==> src/rtl/act_skew_feeder.sv <==
// act_skew_feeder
//   Upstream feeder for the systolic array. Takes one activation column
//   vector per cycle from the activation buffer and skews it into a
//   diagonal wavefront. Element r is delayed by r extra cycles. The block
//   counts vectors per tile and pulses done once the last element has
//   entered the array.
//
// Handshake: a vector transfers on a rising edge where in_valid && in_ready.
//   in_ready is decoded from registered state only, so it never depends
//   combinationally on in_valid. The source may hold or drop in_valid
//   freely. A cycle without a transfer inserts a bubble in every lane.
//
// Ports:
//   clk, rst     clock; asynchronous active-high reset
//   start        tile start pulse, honoured only in IDLE
//   vec_count    vectors in the tile, latched with an honoured start
//   in_valid     in_data holds a valid vector
//   in_ready     feeder accepts a vector this cycle (STREAM only)
//   in_data      activation vector, element r goes to array row r
//   if_en        per-row activation enable into the array
//   if_data      per-row activation data (zero whenever if_en is low)
//   busy         high in STREAM and DRAIN
//   done         one-cycle pulse at the end of a tile
//   dbg_state    current FSM state, for observation only
module act_skew_feeder #(
  parameter int SYS_ROWS   = 4,
  parameter int A_BITWIDTH = 8,
  parameter int CNT_W      = 16
) (
  input  logic                                 clk,
  input  logic                                 rst,
  input  logic                                 start,
  input  logic [CNT_W-1:0]                     vec_count,
  input  logic                                 in_valid,
  output logic                                 in_ready,
  input  logic [SYS_ROWS-1:0][A_BITWIDTH-1:0]  in_data,
  output logic [SYS_ROWS-1:0]                  if_en,
  output logic [SYS_ROWS-1:0][A_BITWIDTH-1:0]  if_data,
  output logic                                 busy,
  output logic                                 done,
  output logic [1:0]                           dbg_state
);

  localparam int DW = (SYS_ROWS > 1) ? $clog2(SYS_ROWS) : 1;
  localparam logic [DW-1:0] DRAIN_LAST = DW'(SYS_ROWS - 1);

  typedef enum logic [1:0] {
    IDLE   = 2'd0,
    STREAM = 2'd1,
    DRAIN  = 2'd2
  } state_t;

  state_t           state_q, state_d;
  logic [CNT_W-1:0] remaining_q, remaining_d;
  logic [DW-1:0]    drain_q, drain_d;
  logic             done_q, done_d;
  logic             accept;

  assign in_ready  = (state_q == STREAM);
  assign accept    = in_valid && in_ready;
  assign busy      = (state_q == STREAM) || (state_q == DRAIN);
  assign done      = done_q;
  assign dbg_state = state_q;

  always_ff @(posedge clk or posedge rst) begin
    if (rst) begin
      state_q     <= IDLE;
      remaining_q <= '0;
      drain_q     <= '0;
      done_q      <= 1'b0;
    end else begin
      state_q     <= state_d;
      remaining_q <= remaining_d;
      drain_q     <= drain_d;
      done_q      <= done_d;
    end
  end

  always_comb begin
    state_d     = state_q;
    remaining_d = remaining_q;
    drain_d     = drain_q;
    done_d      = 1'b0;
    case (state_q)
      IDLE: begin
        if (start) begin
          if (vec_count != '0) begin
            remaining_d = vec_count;
            state_d     = STREAM;
          end else begin
            // Empty tile: nothing to stream, report completion directly.
            done_d = 1'b1;
          end
        end
      end
      STREAM: begin
        if (accept) begin
          remaining_d = remaining_q - CNT_W'(1);
          if (remaining_q == CNT_W'(1)) begin
            state_d = DRAIN;
            drain_d = '0;
          end
        end
      end
      DRAIN: begin
        // Wait until the last vector's final element has left the
        // longest lane; done lands one cycle after that element.
        drain_d = drain_q + DW'(1);
        if (drain_q == DRAIN_LAST) begin
          state_d = IDLE;
          drain_d = '0;
          done_d  = 1'b1;
        end
      end
      default: begin
        state_d = IDLE;
      end
    endcase
  end

  // Lane r is an (r+1)-stage shift register of {en, data}. Stages shift
  // every cycle regardless of state so in-flight data drains on its own.
  for (genvar r = 0; r < SYS_ROWS; r++) begin : g_lane
    logic [r:0]                 en_q;
    logic [r:0][A_BITWIDTH-1:0] d_q;

    always_ff @(posedge clk or posedge rst) begin
      if (rst) begin
        en_q <= '0;
        d_q  <= '0;
      end else begin
        en_q[0] <= accept;
        d_q[0]  <= accept ? in_data[r] : '0;
        for (int k = 1; k <= r; k++) begin
          en_q[k] <= en_q[k-1];
          d_q[k]  <= d_q[k-1];
        end
      end
    end

    assign if_en[r]   = en_q[r];
    assign if_data[r] = d_q[r];
  end

endmodule

==> config.mk <==
export PLATFORM = sky130hd
export DESIGN_NAME = act_skew_feeder
export DESIGN_NICKNAME = d
export VERILOG_FILES = /design/src/rtl/act_skew_feeder.sv
export SDC_FILE = /design/constraint.sdc
export NUM_CORES = 1
export LEC_CHECK = 0
export CORE_MARGIN = 2
export CORE_UTILIZATION = 43
export DETAILED_ROUTE_END_ITERATION = 6
export MAX_ROUTING_LAYER = met4
export PLACE_DENSITY = 0.71
export SYNTH_ARGS = -nofsm -noshare
export SYNTH_HDL_FRONTEND = slang
export SYNTH_SLANG_ARGS = --single-unit
==> constraint.sdc <==
create_clock -name clk -period 5.01 [get_ports clk]
set_clock_uncertainty 0.05 [all_clocks]
set_input_delay 1.2525 -clock clk [delete_from_list [all_inputs] [get_ports clk]]
set_output_delay 1.2525 -clock clk [all_outputs]
set_load 0.02 [all_outputs]
[Word-level counts from Yosys, hierarchy flattened]
Cells that the tools add are included.
Word-level totals
  register bits: 111
  bits of input ports: 52
  output and inout port bits: 41
  word-level logic and storage cells: 60
Cells by class
  $add $sub $neg: 2
  equality and inequality tests: 9
  multiplexer cells: 22
  reductions and logical operators: 9
Operators with widths (count)
  $mux W16: 3
  $mux W8: 4
  $pmux W16 S2: 1
  $eq A16 B1 Y1 const B: 1
  $mux W2: 8
  $reduce_bool A16 Y1: 1
  $sub A16 B1 Y16 const B: 1
  $ne A2 B1 Y1 const B: 3
  $pmux W2 S3: 1
  $reduce_and A5 Y1: 1
  $eq A2 B2 Y1 const B: 2
  $ne A2 B2 Y1 const B: 2
  $pmux W2 S2: 1
  $reduce_and A4 Y1: 1
  $reduce_bool A2 Y1: 2
  $mux W1: 3
  $reduce_and A3 Y1: 1
  $add A2 B1 Y2 const B: 1
  $eq A2 B1 Y1 const B: 1
  $logic_not A2 Y1: 1
  $pmux W1 S2: 1
  $logic_and A1 B1 Y1: 1
  $logic_or A1 B1 Y1: 1

[Logic depth before layout (Yosys ltp)]
  depth in word-level cells: 4
  mapped depth: 8
  depth with buffers taken out: 7

[Least setup slack after synthesis]
No wires, ideal clock.
  path type: input to register
  from: input port vec_count[4]
  to: register remaining_q[8]
  library setup time: 0.120 ns
  data arrival time: 2.461 ns
  required time: 4.840 ns
  setup slack: 2.380 ns
  cell stages on the path: 6
  path buffers: 1
  cells stage by stage: nor4_1 -> nand3_1 -> o21bai_1 -> buf_2 -> a21oi_1 -> o22a_2
On the way
  cells in the longest elaborated chain, start to end: 3
RTL lines
  start, declared: line 33  | input logic [CNT_W-1:0] vec_count,
  $reduce_bool A16 Y1: line 87  | if (vec_count != '0) begin
  $ne A2 B2 Y1 (no source line)
  $reduce_and A4 Y1 (no source line)
  end signal, assigned: line 73  | remaining_q <= remaining_d;
  end, declared: line 54  | logic [CNT_W-1:0] remaining_q, remaining_d;
No other way between the ends.
A chain may end at the register's enable or synchronous reset.

[Final worst setup path]
  from: register state_q[1] (netlist: dbg_state[1])
  to: output port in_ready
On the way
  cells in the longest elaborated chain, start to end: 1
RTL lines
  start, declared: line 53  | state_t state_q, state_d;
  start signal, assigned: line 72  | state_q <= state_d;
  $eq A2 B1 Y1: line 59  | assign in_ready = (state_q == STREAM);
  end, declared: line 35  | output logic in_ready,
No other way between the ends.

==> qor.yml <==
status: "finished clean"
wl_per_cell_um: 15.2
postCtsResizedCells: 0
crit_path_max_incr_delay_ps: 690
cap_violations: 0
drive_above_1_share: 0.0862
grt_pass1_wl_mm: 12.3
clock_path_buffers: 2
tns_ps: 0
max-vdd-ir-drop_mv: 0.347
hpwlAfterDp_mm: 5.14
synth_ff_type: "dfrtp_1"
core_area_sq_mm: 0.00881
min-delay-path-class: "reg -> reg"
yosys_warnings: 0
drc: 0
yosysSeqAreaShare: 0.665
min_period_ps: 3380
start_kind: "register"
maxSlewViolCount: 0
row_count: 34
fin_nets: 439
worst_ep_required_time_ps: 3710
syn-num-nets: 369
cp.arrival_ps: 2070
postSynthAreaPerCell_sq_um: 12.8
route.vias.total: 2493
overflow: 0
die_x_um: 99.9
syn-cell-area_sq_mm: 0.00395
routabilityCongestion: 0.834
placed_cell_area_sq_mm: 0.00481
clk_pin_slew_worst_paths_ps: 100
portBuffers: 92
synth_top_area_share: 0.665
synth-edff-count: 0
grt_pass1_vias: 2537
dieArea_sq_mm: 0.00997
start_util: 0.449
drt_iter0_markers: 72
antennaDiodeCount: 0
powerDensity_mw_per_mm2: 502
cts_tree: "done"
area_growth_pct: 26.8
io_pins: 93
htree_num_levels: 3
n_fill_cell: 722
tightestPinTransition_ps: 510
finalHoldViolations: 0
p_leak_nw: 2.37
grt.total_usage: 0.162
antenna_left: 0
crit_path_end_kind: "output pin"
cts_buffers: 9
grt_max_degree: 44
fmax_mhz: 296
cp_slowest_cell: "clkdlybuf4s50_1"
root_buffer: "clkbuf_8"
synth_cells: 309
max_slew_margin: 0.659
numClockSinks: 105
power_mw: 2.52
ys_top_cells_by_area: "dfrtp_1 (66%), and3_1 (5.7%), buf_4 (4.7%)"
rsz0062_at_grt: "no"
chipHeight_um: 99.9
setup.worst_path.class: "reg -> out"
path_cells: "inv_1, ha_2, clkdlybuf4s50_1"
fin_crit_sh: 0.674
async_reset_ff_frac: 1.00
finalSetupViolCount: 0
yosysTopAreaCell: "dfrtp_1"
viasPerCell: 5.08
r2r_setup_slack_ps: 2080
cts_setup_buffers: 0
design_area_sq_mm: 0.00501
synth_seq_cells: 105
clock_latency_ps: 350
crit_family: "buffers and inverters"
drt_first_pass_iters: 4
cp.buffers_inverters: 2
final_core_util: 0.569
hold_buffers: 0
antenna_found_initial: 0
yosysUniqueCellTypes: 52
routed_wl_mm: 7.45
cp_max_fo: 26
cell usage after synthesis, drive strengths merged, types with 2 or more instances:
library cell and n:
ha 8, a2bb2oi 3, and2 4, o21ai 7, nor4 3, nand3 3
dfrtp 105, a31oi 2, o22ai 4, and3 37, a21oi 12, nand3b 3
o22a 4, mux2 2, inv 7, nor2b 3, a22o 2, or2b 2
nor2 16, nand2 11, nor3 10, a211oi 2, clkbuf 10, buf 28
a41oi 2
where the power goes:
| part | leakage, nW | internal [mW] | switching (mW) |
|---|---|---|---|
| clock network | 0.0982 | 0.237 | 0.284 |
| logic | 0.877 | 0.398 | 0.451 |
| registers | 1.39 | 1.03 | 0.118 |
state kept, by name (all words and copies together), names as in the netlist:
signal	count
dbg_state	2
done	1
drain_q	2
g_lane.d_q	56
g_lane.en_q	4
if_data	24
remaining_q	16
area by class of cell:
class | count | area, sq um | area share
flip-flops and latches | 105 | 2630 | 0.524
multi-input cells | 158 | 1060 | 0.211
repair buffers | 97 | 958 | 0.191
clock buffers | 9 | 124 | 0.0247
clock inverters | 6 | 75.1 | 0.0150
well taps | 108 | 135 | 0.0270
inverters | 8 | 32.5 | 0.00649
logic make-up after synthesis:
logic type / share of synthesized area
AO/OA/AOI/OAI: 0.0893
buffers and inverters: 0.0681
AND/OR/NAND/NOR: 0.145
flip-flops: 0.665
adder cells (fa/ha/maj): 0.0253
multiplexers: 0.00760
through the flow:
| stage | worst slack, ps | std cells | hold WS (ps) |
|---|---|---|---|
| 2_1_floorplan | 947 | 309 | 281 |
| 3_3_place_gp | 1590 | 476 | 281 |
| 3_5_place_dp | 1550 | 476 | 285 |
| 4_1_cts | 1610 | 491 | 299 |
| 5_1_grt | 1490 | 491 | 305 |
| 6_report | 1630 | 491 | 299 |
path summary, 6_finish.rpt:
kind / startpoint / endpoint / cells past startpoint
worst min register to register: g_lane[1].d_q[7] / if_data[15] / 0
worst max register to register: dbg_state[1] / remaining_q[15] / 9
worst max-delay path: dbg_state[1] / in_ready / 3
worst min-delay path: g_lane[1].d_q[7] / if_data[15] / 0
min in group asynchronous: rst / g_lane[2].d_q[13] / 2
max in group asynchronous: rst / g_lane[3].en_q[0] / 3
routing by layer:
metal / track usage / part of all wire / wire length (um) / up-vias
li1: - / - / - / 1191
met1: 0.212 / 0.45 / 3320 / 1224
met2: 0.261 / 0.51 / 3790 / 72
met3: 0.0265 / 0.038 / 286 / 6
met4: 0.0527 / 0.0072 / 54 / 0
met5: - / 0 / 0 / -
cells in the final DEF (no fill, tap or decap), types with 4 or more instances in the layout:
cell / count
nor2_1: 16
inv_1: 6
dfrtp_1: 105
o22ai_1: 4
nand2_1: 11
and2_1: 4
clkdlybuf4s50_1: 92
and3_1: 36
ha_1: 7
nor3_1: 9
o21ai_0: 6
clkbuf_8: 9
buf_4: 5
a21oi_1: 12
Note: power is estimated with default switching activity, not from simulation.
